**src/rtl/control_contador_if.sv**
```systemverilog
// control_contador bus: host controls plus the attached counter's
// value in, the counter clear and status flags out.
interface control_contador_if #(
  parameter int NBITS = 4,
  parameter int VBITS = 8
);
  logic             start;
  logic             stop;
  logic             modo;
  logic [NBITS-1:0] limite;
  logic [NBITS-1:0] cuenta;
  logic             clr;
  logic             fin;
  logic             ocupado;
  logic [VBITS-1:0] vueltas;
  logic [7:0]       errores;

  modport master (
    output start, stop, modo, limite, cuenta,
    input  clr, fin, ocupado, vueltas, errores
  );

  modport slave (
    input  start, stop, modo, limite, cuenta,
    output clr, fin, ocupado, vueltas, errores
  );
endinterface

```
**src/rtl/control_contador.sv**
```systemverilog
// Run/stop sequencer for an external contador; one-shot or periodic.
// CONTROL_CHECK_EN adds a sequence checker that drives errores.
module control_contador #(
  parameter int NBITS = 4,
  parameter int VBITS = 8
) (
  input logic            clk,
  input logic            reset,
  control_contador_if.slave bus
);

  typedef enum logic {IDLE, RUN} st_e;

  st_e              st_q, st_d;
  logic [NBITS-1:0] lim_q, lim_d;
  logic             modo_q, modo_d;
  logic             fin_q, fin_d;
  logic [VBITS-1:0] vue_q, vue_d;
  logic             hit;
  logic             go;

  assign hit = (bus.cuenta == lim_q);
  assign go  = bus.start & ~bus.stop;

  // Next state: start from IDLE, stop or terminal match from RUN
  always_comb begin
    st_d   = st_q;
    lim_d  = lim_q;
    modo_d = modo_q;
    fin_d  = 1'b0;
    vue_d  = vue_q;
    unique case (st_q)
      IDLE: begin
        if (go) begin
          st_d   = RUN;
          lim_d  = bus.limite;
          modo_d = bus.modo;
          vue_d  = '0;
        end
      end
      RUN: begin
        if (bus.stop) begin
          st_d = IDLE;
        end else if (hit) begin
          fin_d = 1'b1;
          if (vue_q != '1)
            vue_d = vue_q + 1'b1;
          if (!modo_q)
            st_d = IDLE;
        end
      end
      default: st_d = IDLE;
    endcase
  end

  // Control state registers
  always_ff @(posedge clk or negedge reset) begin
    if (!reset) begin
      st_q   <= IDLE;
      lim_q  <= '0;
      modo_q <= 1'b0;
      fin_q  <= 1'b0;
      vue_q  <= '0;
    end else begin
      st_q   <= st_d;
      lim_q  <= lim_d;
      modo_q <= modo_d;
      fin_q  <= fin_d;
      vue_q  <= vue_d;
    end
  end

  assign bus.clr     = (st_q == IDLE) | bus.stop | hit;
  assign bus.fin     = fin_q;
  assign bus.ocupado = (st_q == RUN);
  assign bus.vueltas = vue_q;

`ifdef CONTROL_CHECK_EN
  logic [NBITS-1:0] pcnt_q;
  logic             pclr_q;
  logic             prun_q;
  logic [7:0]       err_q, err_d;
  logic [NBITS-1:0] exp_cnt;
  logic             bad;

  assign exp_cnt = pclr_q ? '0 : NBITS'(pcnt_q + 1'b1);
  assign bad     = prun_q & (bus.cuenta != exp_cnt);

  // Error count: cleared by an accepted start, else saturating bump
  always_comb begin
    err_d = err_q;
    if (st_q == IDLE && go)
      err_d = '0;
    else if (bad && err_q != 8'hFF)
      err_d = err_q + 8'd1;
  end

  // Remember last cycle's count, clear and run state for the check
  always_ff @(posedge clk or negedge reset) begin
    if (!reset) begin
      pcnt_q <= '0;
      pclr_q <= 1'b1;
      prun_q <= 1'b0;
      err_q  <= '0;
    end else begin
      pcnt_q <= bus.cuenta;
      pclr_q <= bus.clr;
      prun_q <= (st_q == RUN);
      err_q  <= err_d;
    end
  end

  assign bus.errores = err_q;
`else
  assign bus.errores = '0;
`endif

endmodule

```
**src/flat_wrapper.sv**
```systemverilog
// flat-port wrapper written by rule: the top's interface ports become plain ports
module control_contador_flat 
#(
  parameter int NBITS = 4,
  parameter int VBITS = 8
)
  (clk, reset, bus_start, bus_stop, bus_modo, bus_limite, bus_cuenta, bus_clr, bus_fin, bus_ocupado, bus_vueltas, bus_errores);
  control_contador_if #(.NBITS(NBITS), .VBITS(VBITS)) bus_i ();
  input logic clk;
  input logic reset;
  input wire logic [$bits(bus_i.start)-1:0] bus_start;
  input wire logic [$bits(bus_i.stop)-1:0] bus_stop;
  input wire logic [$bits(bus_i.modo)-1:0] bus_modo;
  input wire logic [$bits(bus_i.limite)-1:0] bus_limite;
  input wire logic [$bits(bus_i.cuenta)-1:0] bus_cuenta;
  output wire logic [$bits(bus_i.clr)-1:0] bus_clr;
  output wire logic [$bits(bus_i.fin)-1:0] bus_fin;
  output wire logic [$bits(bus_i.ocupado)-1:0] bus_ocupado;
  output wire logic [$bits(bus_i.vueltas)-1:0] bus_vueltas;
  output wire logic [$bits(bus_i.errores)-1:0] bus_errores;
  assign bus_i.start = bus_start;
  assign bus_i.stop = bus_stop;
  assign bus_i.modo = bus_modo;
  assign bus_i.limite = bus_limite;
  assign bus_i.cuenta = bus_cuenta;
  assign bus_clr = bus_i.clr;
  assign bus_fin = bus_i.fin;
  assign bus_ocupado = bus_i.ocupado;
  assign bus_vueltas = bus_i.vueltas;
  assign bus_errores = bus_i.errores;
  control_contador #(.NBITS(NBITS), .VBITS(VBITS)) u_core (.clk(clk), .reset(reset), .bus(bus_i));
endmodule
```
**config.mk**
```make
export PLATFORM = sky130hd
export DESIGN_NAME = control_contador_flat
export DESIGN_NICKNAME = d
export VERILOG_FILES = /design/src/rtl/control_contador_if.sv /design/src/rtl/control_contador.sv /design/src/flat_wrapper.sv
export SDC_FILE = /design/constraint.sdc
export NUM_CORES = 1
export LEC_CHECK = 0
export CORE_ASPECT_RATIO = 0.6
export CORE_MARGIN = 2
export CORE_UTILIZATION = 35
export CTS_CLUSTER_SIZE = 10
export DETAILED_ROUTE_END_ITERATION = 16
export HOLD_SLACK_MARGIN = 0.1
export PLACE_DENSITY = 0.78
export SLEW_MARGIN = 10
export SYNTH_ARGS = -nofsm -noshare
export SYNTH_HDL_FRONTEND = slang
export SYNTH_SLANG_ARGS = --single-unit
```
**constraint.sdc**
```tcl
create_clock -name clk -period 5.5 [get_ports clk]
set_clock_uncertainty 0.15 [all_clocks]
set_input_delay 0.825 -clock clk [delete_from_list [all_inputs] [get_ports clk]]
set_output_delay 0.825 -clock clk [all_outputs]
set_load 0.01 [all_outputs]
```
==> results.py <==
metrics = {
    "setup_path": {
        "cp.required_ns": 4.53,
        "worstSetupEndpointType": "output pin",
        "rr_startpoint": "u_core.bus.vueltas[0]",
        "worst-path-max-fanout": 2,
        "r2r_slack_ns": 3.28,
        "crit_start": "bus_cuenta[3]",
        "crit_type": "input port to output pin",
        "cp-start-kind": "input port",
        "arrival_ns": 2.17,
    },
    "sta": {
        "report.final.slew_viol_count": 0,
        "final_hold_viol_count": 0,
        "finalSetupViolCount": 0,
        "post-route-period-util": 0.572,
        "fin_ws_ns": 2.36,
        "maxSlewHeadroom": 0.559,
        "tightest_slew_ns": 0.660,
        "fin_crit_ns": 3.14,
        "fin_tns_setup_ns": 0,
        "max_freq_mhz": 318,
        "hold_ws_ns": 0.380,
        "rsz0062_at_grt": "false",
    },
    "logic_synthesis": {
        "yosysTopAreaCell": "dfrtp_1",
        "synth.cell_area_sq_um": 840,
        "synth_ff_type": "dfrtp_1",
        "ys_seq_area_frac": 0.447,
        "ys_top_cells_by_area": "dfrtp_1 (45%), buf_4 (7.2%), mux2_2 (6.7%)",
        "synth_edf_count": 0,
        "syn_inst": 84,
        "post-synth-top-count-cell": "dfrtp_1",
        "async_flop_share": 1.00,
        "yosysTopAreaCellShare": 0.447,
        "synth_common_cells": "dfrtp_1 (15), nand2_1 (12), nand3_1 (10)",
        "ys.warnings.count": 0,
        "syn_area_per_cell_sq_um": 9.99,
        "ys_seq_elements": 15,
        "synthDistinctLibCells": 25,
    },
    "final_layout": {
        "postLayoutCellArea_sq_um": 1100,
        "multi_input_area_sq_um": 415,
        "syn2layout_area_growth_pct": 31.4,
        "insertedDiodeCount": 0,
        "regArea_sq_um": 375,
        "final_nets": 123,
        "drive_above_1_share": 0.0926,
        "fill_cells": 203,
    },
    "floorplan": {
        "coreArea_sq_um": 2210,
        "num_io_pins": 32,
        "dieArea_sq_um": 2820,
        "die_h_um": 41.9,
        "fp.dieW_um": 67.2,
        "initial_core_util": 0.380,
        "rows": 13,
    },
    "grt": {
        "met1_usage": 0.194,
        "busiest_layer": "met2",
        "antenna_found_initial": 0,
        "grt_pass1_vias": 623,
        "grt_pass1_wl_mm": 3.04,
        "use_met3": 0.0325,
        "grt_max_degree": 18,
        "gr-usage-met2": 0.236,
        "grt_use_total": 0.147,
        "grt_overflow": 0,
    },
    "pwr": {
        "ir_drop_v": 0.000156,
        "powerDensity_nw_per_um2": 299,
        "power_uw": 329,
        "p_leak_nw": 0.474,
    },
    "detailed_routing": {
        "postRouteAntennaNets": 0,
        "via_count": 670,
        "drt-wirelength-per-cell_um": 13.2,
        "drt_iter0_markers": 13,
        "drtPass1Iterations": 4,
        "wl_mm": 1.83,
        "vias_per_cell": 4.86,
        "drc_errors": 0,
    },
    "clocking": {
        "numCtsBuffers": 3,
        "ctsRootBufferMaster": "clkbuf_8",
        "clock_sinks": 15,
        "cts_tree": "yes",
        "htreeDepth": 1,
        "cts_hold_buf": 0,
        "clock_latency_ns": 0.25,
        "clk_path_buf_depth": 2,
        "clk_transition_reported_paths_ns": 0.06,
        "cts_setup_buffers": 0,
        "cts-resized-gates": 0,
    },
    "worst_hold_path": {
        "hp-class": "flip-flop to flip-flop",
        "min_from": "u_core.bus.vueltas[6]",
    },
    "job": {
        "maxCapViolCount": 0,
    },
    "place": {
        "numPortBuffers": 23,
        "gp_congestion": 0.781,
        "pre_cts_ws_ns": 2.35,
        "dp_hpwl_mm": 1.45,
        "placed_cell_area_sq_um": 1060,
    },
    "status": {
        "outcome": "finished, final reports clean",
    },
}
-- cell type report --
class / instances / area share
multi-input combinational: 66 / 0.376
sequential: 15 / 0.340
tap: 30 / 0.0340
timing repair buffer: 23 / 0.209
clock buffer: 4 / 0.0408
-- worst max-delay path: stages --
cell and delay, ns:
clkdlybuf4s50_1 0.48, xnor2_1 0.13, nand4_1 0.13, nand2_1 0.08, clkdlybuf4s50_1 0.53
-- cells in the final DEF (no fill, tap or decap) --
master,n
nor4bb_1,1
nor2_1,5
or4b_1,3
o31a_1,1
clkbuf_1,1
nand3_1,10
nand2_1,12
clkdlybuf4s50_1,23
nor3b_2,1
o21ai_0,4
and3b_1,2
and4_1,1
mux2_2,5
and2b_1,1
nor2b_1,1
a211o_1,2
xnor2_1,4
and2_1,1
ha_1,1
a211oi_1,1
a21oi_2,1
conb_1,8
dfrtp_1,15
nand4_1,1
clkbuf_8,3
-- registers in the layout (all words and copies together), names as in the netlist --
signal and flops:
u_core.bus.vueltas 8, u_core.lim_q 4, u_core.bus.fin 1, u_core.bus.ocupado 1, u_core.modo_q 1
-- cells by family after synthesis --
family,count (synthesis),synth area share
adders and majority gates,1,0.0149
DFF,15,0.447
AOI/OAI and AO/OA,9,0.0745
and+or+nand+nor,39,0.261
buffers and inverters,10,0.0894
other,1,0.00447
muxes,5,0.0671
xor gates and xnor gates,4,0.0417
-- stage by stage --
| step | cells | utilization |
|---|---|---|
| 2_1_floorplan | 91 | - |
| 3_3_place_gp | 134 | 0.479 |
| 3_5_place_dp | 134 | 0.479 |
| 4_1_cts | 138 | 0.499 |
| 5_1_grt | 138 | 0.499 |
| 6_report | 138 | 0.499 |
-- final timing paths --
check / to / cells past startpoint
worst min-delay path: u_core.bus.vueltas[6] / 1
worst min register to register: u_core.bus.vueltas[6] / 1
max in group asynchronous: u_core.bus.fin / 1
worst max register to register: u_core.bus.vueltas[5] / 6
min in group asynchronous: u_core.lim_q[0] / 1
worst max-delay path: bus_clr / 5
-- power by group --
part	switching [mW]	total (mW)	internal, mW
Combinational	0.0348	0.0858	0.0510
Sequential	0.0245	0.154	0.130
Clock	0.0379	0.0893	0.0513
Total	0.0972	0.329	0.232
-- routing by layer --
metal	routed length, um	share of wire	up-vias
met2	847	0.46	27
met1	841	0.46	310
met5	0	0	-
met3	108	0.059	4
met4	27	0.015	0
li1	-	-	329
Power figures use the tool's default switching activity.
